**config.mk**
```make
export PLATFORM = sky130hd
export DESIGN_NAME = mem_stage_hs
export DESIGN_NICKNAME = d
export VERILOG_FILES = /design/src/rtl/mem_stage_hs.sv
export SDC_FILE = /design/constraint.sdc
export NUM_CORES = 1
export LEC_CHECK = 0
export BUFFER_PORTS_ARGS = -buffer_cell sky130_fd_sc_hd__buf_2
export CAP_MARGIN = 20
export CORE_MARGIN = 1
export CORE_UTILIZATION = 52
export DETAILED_ROUTE_END_ITERATION = 6
export MAX_ROUTING_LAYER = met4
export PLACE_DENSITY = 0.94
export SETUP_SLACK_MARGIN = 0.02
export SLEW_MARGIN = 20
export SYNTH_ARGS = -nofsm -noshare
export SYNTH_HDL_FRONTEND = slang
export SYNTH_SLANG_ARGS = --single-unit
```
**constraint.sdc**
```tcl
create_clock -name clk -period 8.05 [get_ports clk]
set_input_delay 0.4025 -clock clk [delete_from_list [all_inputs] [get_ports clk]]
set_output_delay 0.4025 -clock clk [all_outputs]
set_load 0.01 [all_outputs]
```
**src/rtl/mem_stage_hs.sv**
```systemverilog
// mem_stage_hs: memory-access pipeline stage between execute and writeback.
// Registers the execute bundle, issues valid/ready requests to a
// variable-latency data memory, formats load data and aborts hung loads.
// Optional feature macro: MEM_STAGE_MISALIGN_TRAP_EN (misaligned half/word
// accesses complete without a request and flag misalign_m).
module mem_stage_hs #(
  parameter int unsigned ADDR_W  = 32,
  parameter int unsigned TIMEOUT = 16
) (
  input  logic              clk,
  input  logic              reset,
  input  logic              in_valid,
  output logic              in_ready,
  input  logic [31:0]       pc_x,
  input  logic [31:0]       alu_x,
  input  logic [31:0]       rs2_x,
  input  logic [31:0]       inst_x,
  input  logic [31:0]       wb_w_bypass,
  input  logic              wm_bypass,
  output logic              dmem_req_valid,
  input  logic              dmem_req_ready,
  output logic [ADDR_W-1:0] dmem_addr,
  output logic              dmem_we,
  output logic [3:0]        dmem_be,
  output logic [31:0]       dmem_wdata,
  input  logic              dmem_rsp_valid,
  input  logic [31:0]       dmem_rsp_rdata,
  output logic              out_valid,
  output logic [31:0]       inst_m,
  output logic [31:0]       pc_m,
  output logic [31:0]       alu_m,
  output logic [31:0]       wb_m,
  output logic              misalign_m,
  output logic              timeout_m
);

  localparam logic [6:0] OP_LOAD  = 7'b0000011;
  localparam logic [6:0] OP_STORE = 7'b0100011;
  localparam logic [6:0] OP_JAL   = 7'b1101111;
  localparam logic [6:0] OP_JALR  = 7'b1100111;

  typedef enum logic [1:0] {S_IDLE, S_REQ, S_WAIT} state_t;

  state_t      state_q, state_d;
  logic [31:0] inst_m_q, inst_m_d;
  logic [31:0] pc_m_q, pc_m_d;
  logic [31:0] alu_m_q, alu_m_d;
  logic [31:0] rs2_m_q, rs2_m_d;
  logic [31:0] wb_m_q, wb_m_d;
  logic [31:0] sd_q, sd_d;
  logic [31:0] cnt_q, cnt_d;
  logic        req_first_q, req_first_d;
  logic        out_valid_q, out_valid_d;
  logic        misalign_m_q, misalign_m_d;
  logic        timeout_m_q, timeout_m_d;

  logic        is_mem_x, is_jump_x, mis_x, is_store_m;
  logic [1:0]  a_off, ld_off;
  logic [2:0]  funct3_m;
  logic [31:0] store_data, st_wdata, ld_shift, ld_fmt;
  logic [3:0]  st_be;

  assign is_mem_x   = (inst_x[6:0] == OP_LOAD) || (inst_x[6:0] == OP_STORE);
  assign is_jump_x  = (inst_x[6:0] == OP_JAL) || (inst_x[6:0] == OP_JALR);
  assign is_store_m = (inst_m_q[6:0] == OP_STORE);
  assign a_off      = alu_m_q[1:0];
  assign funct3_m   = inst_m_q[14:12];

`ifdef MEM_STAGE_MISALIGN_TRAP_EN
  assign mis_x = is_mem_x &&
                 (((inst_x[13:12] == 2'b01) && alu_x[0]) ||
                  ((inst_x[13:12] == 2'b10) && (alu_x[1:0] != 2'b00)));
`else
  assign mis_x = 1'b0;
`endif

  assign in_ready       = (state_q == S_IDLE);
  assign dmem_req_valid = (state_q == S_REQ);
  assign dmem_addr      = {alu_m_q[ADDR_W-1:2], 2'b00};
  assign dmem_we        = is_store_m;
  assign dmem_be        = is_store_m ? st_be : 4'b1111;
  assign dmem_wdata     = st_wdata;

  assign out_valid  = out_valid_q;
  assign inst_m     = inst_m_q;
  assign pc_m       = pc_m_q;
  assign alu_m      = alu_m_q;
  assign wb_m       = wb_m_q;
  assign misalign_m = misalign_m_q;
  assign timeout_m  = timeout_m_q;

  // Lane steering: store byte enables/data and load shift by access size.
  // Misaligned low bits are dropped (halfword keeps a[1], word uses 0).
  always_comb begin
    store_data = req_first_q ? (wm_bypass ? wb_w_bypass : rs2_m_q) : sd_q;
    st_be      = 4'b1111;
    st_wdata   = store_data;
    ld_off     = 2'b00;
    unique case (funct3_m[1:0])
      2'b00: begin
        st_be    = 4'b0001 << a_off;
        st_wdata = {4{store_data[7:0]}};
        ld_off   = a_off;
      end
      2'b01: begin
        st_be    = a_off[1] ? 4'b1100 : 4'b0011;
        st_wdata = {2{store_data[15:0]}};
        ld_off   = {a_off[1], 1'b0};
      end
      default: begin
        st_be    = 4'b1111;
        st_wdata = store_data;
        ld_off   = 2'b00;
      end
    endcase
  end

  // Load data extraction and sign/zero extension.
  always_comb begin
    ld_shift = dmem_rsp_rdata >> {ld_off, 3'b000};
    unique case (funct3_m)
      3'b000:  ld_fmt = {{24{ld_shift[7]}}, ld_shift[7:0]};
      3'b100:  ld_fmt = {24'd0, ld_shift[7:0]};
      3'b001:  ld_fmt = {{16{ld_shift[15]}}, ld_shift[15:0]};
      3'b101:  ld_fmt = {16'd0, ld_shift[15:0]};
      default: ld_fmt = ld_shift;
    endcase
  end

  // Next-state and registered-output logic for the IDLE/REQ/WAIT FSM.
  always_comb begin
    state_d      = state_q;
    inst_m_d     = inst_m_q;
    pc_m_d       = pc_m_q;
    alu_m_d      = alu_m_q;
    rs2_m_d      = rs2_m_q;
    wb_m_d       = wb_m_q;
    sd_d         = sd_q;
    cnt_d        = cnt_q;
    req_first_d  = req_first_q;
    out_valid_d  = 1'b0;
    misalign_m_d = 1'b0;
    timeout_m_d  = 1'b0;
    unique case (state_q)
      S_IDLE: begin
        if (in_valid) begin
          inst_m_d = inst_x;
          pc_m_d   = pc_x;
          alu_m_d  = alu_x;
          rs2_m_d  = rs2_x;
          if (is_mem_x && !mis_x) begin
            state_d     = S_REQ;
            req_first_d = 1'b1;
          end else begin
            // A trapped access lands here too; its wb is alu_x (the address).
            out_valid_d  = 1'b1;
            misalign_m_d = mis_x;
            wb_m_d       = is_jump_x ? (pc_x + 32'd4) : alu_x;
          end
        end
      end
      S_REQ: begin
        if (req_first_q) begin
          sd_d = store_data;
        end
        req_first_d = 1'b0;
        if (dmem_req_ready) begin
          if (is_store_m) begin
            out_valid_d = 1'b1;
            state_d     = S_IDLE;
          end else begin
            cnt_d   = '0;
            state_d = S_WAIT;
          end
        end
      end
      S_WAIT: begin
        if (dmem_rsp_valid) begin
          wb_m_d      = ld_fmt;
          out_valid_d = 1'b1;
          state_d     = S_IDLE;
        end else if ((TIMEOUT != 0) && (cnt_q == TIMEOUT - 1)) begin
          wb_m_d      = '0;
          out_valid_d = 1'b1;
          timeout_m_d = 1'b1;
          state_d     = S_IDLE;
        end else begin
          cnt_d = cnt_q + 32'd1;
        end
      end
      default: state_d = S_IDLE;
    endcase
  end

  // State and pipeline registers with asynchronous reset.
  always_ff @(posedge clk or posedge reset) begin
    if (reset) begin
      state_q      <= S_IDLE;
      inst_m_q     <= 32'h0000_0013;
      pc_m_q       <= '0;
      alu_m_q      <= '0;
      rs2_m_q      <= '0;
      wb_m_q       <= '0;
      sd_q         <= '0;
      cnt_q        <= '0;
      req_first_q  <= 1'b0;
      out_valid_q  <= 1'b0;
      misalign_m_q <= 1'b0;
      timeout_m_q  <= 1'b0;
    end else begin
      state_q      <= state_d;
      inst_m_q     <= inst_m_d;
      pc_m_q       <= pc_m_d;
      alu_m_q      <= alu_m_d;
      rs2_m_q      <= rs2_m_d;
      wb_m_q       <= wb_m_d;
      sd_q         <= sd_d;
      cnt_q        <= cnt_d;
      req_first_q  <= req_first_d;
      out_valid_q  <= out_valid_d;
      misalign_m_q <= misalign_m_d;
      timeout_m_q  <= timeout_m_d;
    end
  end

endmodule

```
==> impl_results.md <==
* Status: complete, but fails checks
* Failing checks: hold timing
* Ys flop type: dfrtp_1
* CTS buffer count at 25
* Final Non-Filler Cells at 1841
* CTS sink cnt at 229
* Full die area at around 24000 um2
* Number of max-slew violations in the final report at 0
* Area Growth Syn to Fin at 21.7%
* CTS Buffer Depth at 3
* Pwr Total at 3.23 mW
* Post-route ant nets at 0
* Peak supply drop at 0.190 mV
* Worst hold path type: in2async
* Pwr dens at 216 nW/um2
* Clock period minus worst slack at around 3.0 ns
* # Max-Cap Violations at 0
* DR DRC count at 0
* Req. time, crit path at 8.44 ns
* Async SR Flop Fraction at 100%
* Via density at 6.14
* Seq/Total Area, Yosys at a little under half
* Routed wire length per instance at about 22 um
* Rel. slew slack at 28.2%
* CTS tree: built
* Highest Signal Layer: met4
* Hold Slack at -0.00936 ns
* Worst-path clk slew at 0.07 ns
* Met3 wire len at 4020 um
* Dpl cell area at 14100 um2
* Post-place setup slack at between 5 and 6 ns
* Starting DRT DRC Count at 1111
* Synth area leaders: dfrtp_1, mux2_2, o21ai_0
* First drt pass iteration count at 6
* Cell taking the most area after synthesis: dfrtp_1
* Fin area at 14900 um2
* Initial antenna violation count at 5
* Top post-synthesis cells by count: dfrtp_1, mux2_2, nand2_1
* Starting density of the core at 53.6%
* Avg Cell Area, Syn at 10.3 um2
* Nets@finish at 1707
* Core box area at 22900 um2
* YS warnings at 0
* Most frequent cell after synthesis: dfrtp_1
* Buffers on Ports at 396
* Setup Buffers After CTS at 0
* H-tree depth at 1
* Post-Place Cells at 1792
* Die Height at 156 um
* DRT Wirelength at 40700 um
* Register bit count reported by yosys at 229
* Max Clock Freq at 335 MHz
* Mapped Area at between 10000 and 15000 um2
* Layout cells sized above 1 at 40.9%
* Met1 WL at approximately 16000 um
* DIE WIDTH at 156 um
* Clk_lat worst skew at 0.52 ns
* RSZ-0062 raised after global routing: false
* Count of final hold-check violations at 2
* Vias in the first global route at ~11000
* Data arrival time of the worst path at 3.38 ns
* Yosys top cell area share at 46.1%
* Yosys cell types at between 60 and 70
* Final worst setup slack at 5.07 ns
* Cts repair resizes at 0
* Measured slew at the worst slew-check pin at 1.08 ns
* # hold bufs at CTS at 0
* Final Util at 65.2%
* Met2 WL at 19000 um
* CP startpoint kind: flop
* P_leak at 6.87 nW
* Clk_skew at roughly 0.02 ns
* Via count at 11300
* IO Pins at 400
* Setup violators final at 0
* FILL cells at roughly 1700
* Crit share post-route at 37.1%
* Setup tns final at 0 ns
* Root Buffer: clkbuf_16
* WS Path Type: reg2reg
* First-pass GRT wire length at 61300 um
* Number of synthesized flops with an enable pin at 0
* Crit. End Element: flop
* GR Overflow Total at 0
* Row Count at 55
* Synth Instances at 1188
* Largest net degree at the start of global routing at 108
* Post-DP HPWL at 30100 um
* RD Place Congestion at a little under 1
* GRT Resource Usage Total at 33.7%
* Crit-path max FO at 14
[layout by cell type, fill, tap and decap left out, drive strengths merged, types with 9 or more instances in the layout]
cell type / synthesis / layout
buf: 61 / 407
dfrtp: 226 / 226
mux2: 139 / 139
nand2: 117 / 117
o21ai: 113 / 113
nor2: 50 / 50
a21oi: 45 / 45
mux2i: 44 / 44
clkbuf: 56 / 38
nand3: 25 / 25
inv: 24 / 24
nand4: 24 / 24
o211ai: 19 / 19
nor3: 16 / 16
and2: 15 / 15
or4: 15 / 15
nor4: 15 / 15
a211oi: 13 / 13
a21o: 13 / 13
a31oi: 13 / 13
o32a: 13 / 13
or2: 11 / 11
or3: 11 / 11
and4: 10 / 10
xnor2: 9 / 9
[flip-flops by register name, summed over array words and instances, names as in the netlist]
register,flops
alu_m,32
cnt_q,32
inst_m,32
pc_m,32
rs2_m_q,32
sd_q,32
wb_m,32
state_q,2
out_valid,1
req_first_q,1
timeout_m,1
[worst paths after layout]
check | start | end | slack (ns) | cells after the start
min in group clk | inst_x[27] | inst_m[27] | 0.11 | 2
hold reg to reg | sd_q[25] | sd_q[25] | 0.48 | 2
max in group asynchronous | reset | timeout_m | 5.89 | 4
setup / recovery | cnt_q[22] | wb_m[3] | 5.07 | 6
hold / removal | reset | inst_m[31] | -0.009 | 2
setup reg to reg | cnt_q[22] | wb_m[3] | 5.07 | 6
[where the power goes]
part,switching [mW],internal [mW]
sequential,0.112,1.28
combinational,0.404,0.308
clock,0.472,0.656
total,0.987,2.25
[area by class of cell]
type	instances	area [um2]	area share, %
inverters	24	97.6	0.653
repair buffers	407	2070	13.9
clock buffers	38	734	4.92
clock inverters	5	50.0	0.335
diodes	5	12.5	0.0838
multi-input cells	820	5840	39.1
flip-flops and latches	229	5740	38.4
well taps	313	392	2.62
[layer usage]
layer / global-route usage, % / up-vias
met5: - / -
met4: 14.4 / 0
met3: 6.50 / 166
met2: 52.0 / 716
met1: 43.7 / 5452
li1: - / 4969
[critical path, cell delays in order, from the launching register on]
cell	delay, ns
dfrtp_1	0.43
nor4_1	0.33
nand4_1	0.40
o21ai_2	0.48
and2_1	0.63
buf_8	0.24
mux2_2	0.35
[cell families after synthesis]
| logic type | count (synthesis) | synth area share (%) |
|---|---|---|
| xor gates and xnor gates | 17 | 1.21 |
| buffers and inverters | 141 | 5.92 |
| adders and majority gates | 2 | 0.204 |
| other | 1 | 0.0305 |
| DFF | 229 | 46.7 |
| muxes | 191 | 17.8 |
| AOI/OAI and AO/OA | 274 | 14.1 |
| and+or+nand+nor | 333 | 14.0 |
No activity file was read; power rests on OpenSTA's default activity.
